### src/rtl/pipe_pkg.sv
// Shared constants and handshake state type for the asynchronous pipeline sink.
`default_nettype none

package pipe_pkg;

  localparam int DATA_W_DEF      = 3;
  localparam int FIFO_DEPTH_DEF  = 4;
  localparam int SYNC_STAGES_DEF = 2;
  localparam int LEVEL_W         = $clog2(FIFO_DEPTH_DEF) + 1;

  typedef enum logic [0:0] {
    IDLE   = 1'b0,
    ACK_HI = 1'b1
  } hs_state_e;

endpackage

`default_nettype wire

### src/rtl/sync_ff.sv
// Multi-flop synchronizer for a single asynchronous control bit.
`default_nettype none

module sync_ff #(
  parameter int STAGES = 2
) (
  input  logic clk,
  input  logic rst_n,
  input  logic d_i,
  output logic q_o
);

  logic [STAGES-1:0] sync_q;

  always_ff @(posedge clk or negedge rst_n) begin
    if (!rst_n) begin
      sync_q <= '0;
    end else begin
      sync_q <= {sync_q[STAGES-2:0], d_i};
    end
  end

  assign q_o = sync_q[STAGES-1];

endmodule

`default_nettype wire

### src/rtl/async_pipe_sink.sv
// Receives 4-phase bundled-data tokens from an asynchronous stage into a
// clocked FIFO with a valid/ready output side.
`default_nettype none

module async_pipe_sink
  import pipe_pkg::*;
#(
  parameter int DATA_W      = DATA_W_DEF,
  parameter int FIFO_DEPTH  = FIFO_DEPTH_DEF,
  parameter int SYNC_STAGES = SYNC_STAGES_DEF
) (
  input  logic                        clk,
  input  logic                        rst_n,
  input  logic                        temp_req_in,
  input  logic [DATA_W-1:0]           temp_data_in,
  output logic                        temp_ack_out,
  output logic [DATA_W-1:0]           out_data,
  output logic                        out_valid,
  input  logic                        out_ready,
  output logic [$clog2(FIFO_DEPTH):0] level
);

  localparam int ADDR_W = $clog2(FIFO_DEPTH);
  localparam int LVL_W  = ADDR_W + 1;

  logic              req_s;
  hs_state_e         state_q, state_d;
  logic              ack_q, ack_d;
  logic [LVL_W-1:0]  wr_ptr_q, wr_ptr_d;
  logic [LVL_W-1:0]  rd_ptr_q, rd_ptr_d;
  logic [LVL_W-1:0]  occ;
  logic              full, empty, push, pop;
  logic [DATA_W-1:0] mem_q [FIFO_DEPTH];

  sync_ff #(.STAGES(SYNC_STAGES)) u_req_sync (
    .clk   (clk),
    .rst_n (rst_n),
    .d_i   (temp_req_in),
    .q_o   (req_s)
  );

  // Pointers carry one extra wrap bit so full and empty are distinguishable.
  assign occ   = wr_ptr_q - rd_ptr_q;
  assign full  = (occ == LVL_W'(FIFO_DEPTH));
  assign empty = (occ == '0);
  assign pop   = !empty && out_ready;

  always_comb begin
    state_d = state_q;
    ack_d   = ack_q;
    push    = 1'b0;
    case (state_q)
      IDLE: begin
        ack_d = 1'b0;
        if (req_s && !full) begin
          push    = 1'b1;
          ack_d   = 1'b1;
          state_d = ACK_HI;
        end
      end
      ACK_HI: begin
        if (!req_s) begin
          ack_d   = 1'b0;
          state_d = IDLE;
        end
      end
      default: begin
        ack_d   = 1'b0;
        state_d = IDLE;
      end
    endcase
  end

  always_comb begin
    wr_ptr_d = wr_ptr_q;
    rd_ptr_d = rd_ptr_q;
    if (push) wr_ptr_d = wr_ptr_q + 1'b1;
    if (pop)  rd_ptr_d = rd_ptr_q + 1'b1;
  end

  always_ff @(posedge clk or negedge rst_n) begin
    if (!rst_n) begin
      state_q  <= IDLE;
      ack_q    <= 1'b0;
      wr_ptr_q <= '0;
      rd_ptr_q <= '0;
    end else begin
      state_q  <= state_d;
      ack_q    <= ack_d;
      wr_ptr_q <= wr_ptr_d;
      rd_ptr_q <= rd_ptr_d;
    end
  end

  always_ff @(posedge clk) begin
    if (push) mem_q[wr_ptr_q[ADDR_W-1:0]] <= temp_data_in;
  end

  assign temp_ack_out = ack_q;
  assign out_valid    = !empty;
  assign level        = occ;
  // Storage is not reset, so the head is masked while empty.
  assign out_data     = empty ? '0 : mem_q[rd_ptr_q[ADDR_W-1:0]];

endmodule

`default_nettype wire

### config.mk
export PLATFORM = sky130hd
export DESIGN_NAME = async_pipe_sink
export DESIGN_NICKNAME = d
export VERILOG_FILES = /design/src/rtl/pipe_pkg.sv /design/src/rtl/sync_ff.sv /design/src/rtl/async_pipe_sink.sv
export SDC_FILE = /design/constraint.sdc
export NUM_CORES = 1
export LEC_CHECK = 0
export ABC_AREA = 1
export ABC_CLOCK_PERIOD_IN_PS = 5600
export CAP_MARGIN = 20
export CORE_MARGIN = 4
export CORE_UTILIZATION = 56
export DETAILED_ROUTE_END_ITERATION = 8
export PLACE_DENSITY = 0.88
export SYNTH_ARGS = -nofsm -noshare
export SYNTH_HDL_FRONTEND = slang
export SYNTH_SLANG_ARGS = --single-unit
### constraint.sdc
create_clock -name clk -period 5.6 [get_ports clk]
set_input_delay 0.56 -clock clk [delete_from_list [all_inputs] [get_ports clk]]
set_output_delay 0.56 -clock clk [all_outputs]
set_load 0.01 [all_outputs]
==> results of run 1 <==
[worst paths after layout]
kind | endpoint | startpoint | cells after the start
max in group asynchronous | u_req_sync.sync_q[1] | rst_n | 1
setup / recovery | out_data[0] | wr_ptr_q[0] | 9
hold / removal | u_req_sync.sync_q[1] | u_req_sync.sync_q[0] | 0
setup reg to reg | mem_q[3][2] | wr_ptr_q[0] | 8
min in group asynchronous | rd_ptr_q[1] | rst_n | 1
hold reg to reg | u_req_sync.sync_q[1] | u_req_sync.sync_q[0] | 0
[stage by stage]
step           setup WS, ns  hold slack, ns
2_1_floorplan          3.45           0.264
3_3_place_gp           2.97           0.352
3_5_place_dp           2.92           0.345
4_1_cts                2.54           0.385
5_1_grt                2.39           0.390
6_report               2.55           0.384
[critical path, delay by kind of cell (launching register included)]
family / cells / cell delay (ns)
AND/OR/NAND/NOR: 3 / 0.27
buffers and inverters: 4 / 0.74
adder cells (fa/ha/maj): 2 / 0.73
flip-flops: 1 / 0.43
[sequential cells by signal (all words and copies together) (netlist names)]
name	flops
temp_ack_out	1
u_req_sync.sync_q	2
mem_q	12
state_q	1
rd_ptr_q	3
wr_ptr_q	3
[layout make-up]
type / count / area share
well taps: 25 / 0.0240
flip-flops and latches: 22 / 0.469
repair buffers: 14 / 0.108
clock inverters: 1 / 0.0231
inverters: 17 / 0.0490
clock buffers: 3 / 0.0173
multi-input cells: 68 / 0.310
[kinds of logic after synthesis]
kind of cell               count (synthesis)  share of synthesized area
adders and majority gates                  7                     0.0882
DFF                                       22                      0.566
and+or+nand+nor                           49                      0.224
xor gates and xnor gates                   2                     0.0162
buffers and inverters                     17                     0.0592
AOI/OAI and AO/OA                         10                     0.0464
[power by group through the flow]
stage / combinational, mW / sequential (mW) / clock (mW)
detailed placement: 0.467 / 0.261 / 0
global route: 0.526 / 0.266 / 0.127
global placement: 0.447 / 0.258 / 0
CTS: 0.469 / 0.258 / 0.121
finish: 0.462 / 0.259 / 0.120
floorplan: 0.287 / 0.253 / 0
[metal layers]
layer  vias to the layer above  GRT usage  part of all wire  routed length [microns]
met5                         -          0                 0                        0
met4                         0     0.0786             0.020                       38
met3                         4     0.0344             0.051                       97
met2                        23      0.270              0.48                      921
met1                       333      0.239              0.45                      855
li1                        383          -                 -                        -
[cells in the mapped netlist]
library cell  instances
dfrtp_1              10
edfxtp_1             12
fa_1                  1
ha_1                  6
inv_1                17
nand2_1              23
nand2_2               1
nand2_4               1
nand3_1               5
nand3_2               1
nand3_4               2
nand4_1               3
nor2_1               13
o21ai_0               9
o21ai_1               1
xnor2_1               1
xor2_1                1
==> out/metrics.csv, run 1 <==
stage,metric,value,unit
clock_tree,clk-insertion-delay-late,0.31,ns
logic_synthesis,synth_fp_nets,121,
hold_path,hp-class,flop to flop,
sta,finalSetupTns,0,ns
sta,setup-violations-final,0,
worst_setup_path,cpMaxStageDelayCell,fa_1,
floorplanning,start_util,0.605,
power,power_frac_comb,0.549,
logic_synthesis,synth_area_leaders,"edfxtp_1 33%, dfrtp_1 23%, nand2_1 8.0%, ha_1 7.0%, inv_1 5.9%",
sta,rsz0062_at_grt,no,
sta,finalCritPeriodShare,0.544,
sta,max_slew_margin,0.683,
worst_setup_path,path_cells,inv_1 -> ha_1 -> fa_1 -> nand2_1 -> inv_1 -> nand3_4 -> nand2_1 -> inv_1 -> clkdlybuf4s50_1,
finish,drive_above_1_share,0.0720,
clock_tree,cts_root_buffer,clkbuf_4,
detailed_routing,viasPerCell,4.95,
outcome,status,finished clean,
finish,fill_cells,120,
global_route,grt_pass1_wl,3.33,mm
global_route,grt-ovfl-total,0,
clock_tree,cts_setup_buffers,0,
clock_tree,cts_tree,built,
clock_tree,clockBufferDepth,2,
global_route,grt.total_usage,0.175,
flow_run,drv_cap,0,
floorplanning,die_w,51.9,microns
worst_setup_path,crit_top_cell,inv_1,
clock_tree,path_clk_slew,0.12,ns
finish,finalNetCount,140,
logic_synthesis,ys_seq_elements,22,
worst_setup_path,critPathMaxFanout,7,
detailed_routing,wl,1.91,mm
floorplanning,rows,15,
logic_synthesis,syn_inst,107,
power,p_seq_frac,0.308,
detailed_routing,drc,0,
worst_setup_path,start_kind,flop,
power,leakagePower,0.594,nW
global_route,grt_pass1_vias,752,
finish,final_cell_mix,"23 x nand2_1, 17 x inv_1, 14 x clkdlybuf4s50_1",
global_route,antenna_found_initial,0,
clock_tree,cts_buffers,3,
power,p_int,503,uW
detailed_routing,antenna_left,0,
worst_setup_path,critPathKind,flop to primary output,
sta,slew_viol_final,0,
finish,final_common_cell,nand2_1,
clock_tree,cts.sinks,22,
power,netSwitchingFraction,0.402,
floorplanning,core,0.00178,sq mm
logic_synthesis,yosysTopAreaCell,edfxtp_1,
worst_setup_path,cp.required,5.04,ns
place,place_hpwl,1.50,mm
clock_tree,cts_resized,0,
power,ir_drop,0.477,mV
floorplanning,dieHeight,51.9,microns
detailed_routing,via_count,743,
logic_synthesis,yosysSeqAreaShare,0.566,
worst_setup_path,worst_path_largest_cell_delay,0.50,ns
finish,ff_latch_area,611,sq um
worst_setup_path,regToRegSetupSlack,3.33,ns
finish,final_cells,150,
logic_synthesis,ys_warn_count,0,
power,pwr-share-clk,0.143,
clock_tree,cts_hold_buf,0,
place,dp_cells,146,
logic_synthesis,synth.distinct_cells,17,
sta,max_freq,328,MHz
detailed_routing,drtPass1Iterations,4,
worst_setup_path,cp-end-kind,primary output,
finish,fin_util,0.731,
detailed_routing,avgRoutedWirePerCell,12.8,microns
place,place_area,0.00125,sq mm
place,gp_congestion,0.788,
finish,fin_area,0.00130,sq mm
finish,antenna_cells,0,
clock_tree,cts.htree.levels,1,
sta,fin_crit,3.05,ns
sta,max_slew.worst_pin.slew,0.473,ns
floorplanning,die_area,0.00269,sq mm
sta,clock_skew,0.0118,ns
place,io_buffers,14,
logic_synthesis,yosysTopAreaCellShare,0.334,
power,p_per_area,646,mW/mm^2
global_route,grt_start_max_net_pins,14,
finish,multi_input_area,404,sq um
detailed_routing,drtIter0Drc,17,
floorplanning,ios,15,
worst_setup_path,cp_data_arrival_time,2.49,ns
finish,area_growth_syn_to_layout,20.8,%
power,power.switching,338,uW
power,power.total,841,uW
logic_synthesis,syn_area_per_cell,10.1,sq um
sta,hold_violations,0,
logic_synthesis,syn_area,0.00108,sq mm
Note: power is estimated with default switching activity, not from simulation.
==> inputs of run 2 (changes only) <==
--- a/config.mk
+++ b/config.mk
@@ -6,12 +6,12 @@
 export NUM_CORES = 1
 export LEC_CHECK = 0
 export ABC_AREA = 1
-export ABC_CLOCK_PERIOD_IN_PS = 5600
+export ABC_CLOCK_PERIOD_IN_PS = 2800
 export CAP_MARGIN = 20
 export CORE_MARGIN = 4
-export CORE_UTILIZATION = 56
+export CORE_UTILIZATION = 47
 export DETAILED_ROUTE_END_ITERATION = 8
-export PLACE_DENSITY = 0.88
+export PLACE_DENSITY = 0.8
 export SYNTH_ARGS = -nofsm -noshare
 export SYNTH_HDL_FRONTEND = slang
 export SYNTH_SLANG_ARGS = --single-unit
==> constraint.sdc (replaced) <==
create_clock -name clk -period 2.8 [get_ports clk]
set_input_delay 0.28 -clock clk [delete_from_list [all_inputs] [get_ports clk]]
set_output_delay 0.28 -clock clk [all_outputs]
set_load 0.01 [all_outputs]
==> out/metrics.csv, run 2 (synthesis results as in run 1) <==
stage,metric,value,unit,change
outcome,status,finished clean,,unchanged
place,place_area,0.00125,sq mm,about the same
finish,final_cells,154,,was 150
sta,max_slew_margin,0.673,,was 0.683
hold_path,hp-class,input pin to async pin,,was flop to flop
detailed_routing,wl,2.05,mm,was 1.91 mm
floorplanning,ios,15,,unchanged
clock_tree,path_clk_slew,0.12,ns,about the same
flow_run,drv_cap,0,,unchanged
finish,area_growth_syn_to_layout,20.4,%,was 20.8%
clock_tree,cts_tree,built,,unchanged
global_route,grt_pass1_wl,3.53,mm,was 3.33 mm
global_route,grt-ovfl-total,0,,unchanged
floorplanning,start_util,0.492,,was 0.605
finish,final_cell_mix,"23 x nand2_1, 15 x inv_1, 14 x clkdlybuf4s50_1",,"was 23 x nand2_1, 17 x inv_1, 14 x clkdlybuf4s50_1"
clock_tree,cts.sinks,22,,unchanged
place,place_hpwl,1.64,mm,was 1.50 mm
clock_tree,clk-insertion-delay-late,0.30,ns,was 0.31 ns
global_route,antenna_found_initial,0,,unchanged
worst_setup_path,cp.required,2.52,ns,was 5.04 ns
sta,clock_skew,0.00744,ns,was 0.0118 ns
worst_setup_path,cp_data_arrival_time,2.42,ns,was 2.49 ns
sta,hold_violations,0,,unchanged
clock_tree,cts_buffers,3,,unchanged
sta,rsz0062_at_grt,no,,unchanged
clock_tree,cts_hold_buf,0,,unchanged
detailed_routing,drtIter0Drc,14,,was 17
global_route,grt_start_max_net_pins,13,,was 14
sta,finalCritPeriodShare,0.964,,
power,power.total,1.65,mW,was 841 uW
floorplanning,rows,17,,was 15
global_route,grt.total_usage,0.147,,was 0.175
worst_setup_path,r2r-start,rd_ptr_q[0],,was wr_ptr_q[0]
finish,drive_above_1_share,0.103,,was 0.0720
detailed_routing,drc,0,,unchanged
worst_setup_path,reg2reg_depth,7,,was 8
power,p_per_area,1270,mW/mm^2,was 646 mW/mm^2
detailed_routing,drtPass1Iterations,4,,unchanged
power,leakagePower,0.589,nW,was 0.594 nW
worst_setup_path,regToRegSetupSlack,0.65,ns,was 3.33 ns
sta,holdWs,0.287,ns,was 0.384 ns
global_route,grt_pass1_vias,756,,was 752
worst_setup_path,cp-end-kind,primary output,,unchanged
finish,fill_cells,178,,was 120
detailed_routing,viasPerCell,4.92,,was 4.95
finish,fin_area,0.00130,sq mm,about the same
finish,final_common_cell,nand2_1,,unchanged
worst_setup_path,worstReg2RegEnd,mem_q[3][2],,unchanged
finish,largest_reg_flops,12,,unchanged
floorplanning,dieHeight,55.9,microns,was 51.9 microns
clock_tree,cts.htree.levels,1,,unchanged
sta,max_slew.worst_pin.slew,0.489,ns,was 0.473 ns
floorplanning,core,0.00219,sq mm,was 0.00178 sq mm
place,io_buffers,14,,unchanged
detailed_routing,via_count,757,,was 743
worst_setup_path,start_kind,flop,,unchanged
sta,setup-violations-final,0,,unchanged
detailed_routing,avgRoutedWirePerCell,13.3,microns,was 12.8 microns
floorplanning,die_area,0.00313,sq mm,was 0.00269 sq mm
floorplanning,die_w,55.9,microns,was 51.9 microns
sta,fin_crit,2.70,ns,
clock_tree,clockBufferDepth,2,,unchanged
finish,antenna_cells,0,,unchanged
detailed_routing,antenna_left,0,,unchanged
power,ir_drop,0.626,mV,was 0.477 mV
finish,finalNetCount,141,,was 140
sta,finalSetupTns,0,ns,unchanged
clock_tree,cts_root_buffer,clkbuf_4,,unchanged
sta,slew_viol_final,0,,unchanged
place,gp_congestion,0.759,,was 0.788
worst_setup_path,critPathMaxFanout,10,,was 7
place,dp_cells,149,,was 146
worst_setup_path,critPathKind,flop to primary output,,unchanged
sta,max_freq,371,MHz,
==> run 2: cell count changes in the layout (fill, tap and decap cells not counted), sizes merged <==
cell / before / now
bufinv: 1 / 0
buf: 0 / 1
clkbuf: 3 / 4
==> run 2: how the worst max path moves through the flow <==
stage | cells after the start | start | endpoint
after global routing | 8 | rd_ptr_q[0] | out_data[2]
after floorplan | 8 | wr_ptr_q[0] | mem_q[0][0]
after global placement | 9 | wr_ptr_q[0] | out_data[2]
after CTS | 8 | rd_ptr_q[0] | out_data[2]
after detailed placement | 9 | wr_ptr_q[0] | out_data[2]
final | 8 | rd_ptr_q[0] | out_data[2]
==> run 2: layout make-up <==
| class | instances | area, sq um | area share |
|---|---|---|---|
| well taps | 28 | 35.0 | 0.0270 |
| multi-input cells | 68 | 404 | 0.311 |
| flip-flops and latches | 22 | 612 | 0.471 |
| repair buffers | 15 | 148 | 0.114 |
| inverters | 17 | 63.8 | 0.0491 |
| clock buffers | 4 | 36.3 | 0.0279 |
==> run 2: worst max-delay path: stages (launching register included) <==
cell,delay [ns]
dfrtp_2,0.48
ha_1,0.22
fa_1,0.52
nand2_1,0.07
inv_2,0.08
nand3_4,0.12
nand2_1,0.11
inv_1,0.04
clkdlybuf4s50_1,0.47
==> run 2: timing repair <==
| action | 4_1_cts | 5_1_grt |
|---|---|---|
| resized for setup | 0 | 3 |
| setup endpoints to repair | 3 | 3 |
| cloned | 0 | 0 |
| buffers inserted | 1 | 0 |
==> run 2: power breakdown <==
part           switching, mW  internal (mW)  total [mW]  leakage [nW]
Clock                 0.0932         0.0793       0.173        0.0210
Combinational          0.526          0.439       0.966         0.337
Sequential            0.0796          0.435       0.515         0.231
Total                  0.699          0.954        1.65         0.589
==> run 2: metrics by stage <==
stage,utilization,worst slack [ns]
2_1_floorplan,-,0.842
6_report,0.593,0.102
3_3_place_gp,0.572,0.448
4_1_cts,0.592,0.0254
3_5_place_dp,0.572,0.331
5_1_grt,0.593,0.00442
==> run 2: metal layers <==
metal,GRT usage,routed length (microns)
met5,0,0
met4,0.0542,28
met3,0.0487,80
met2,0.236,1080
met1,0.183,863
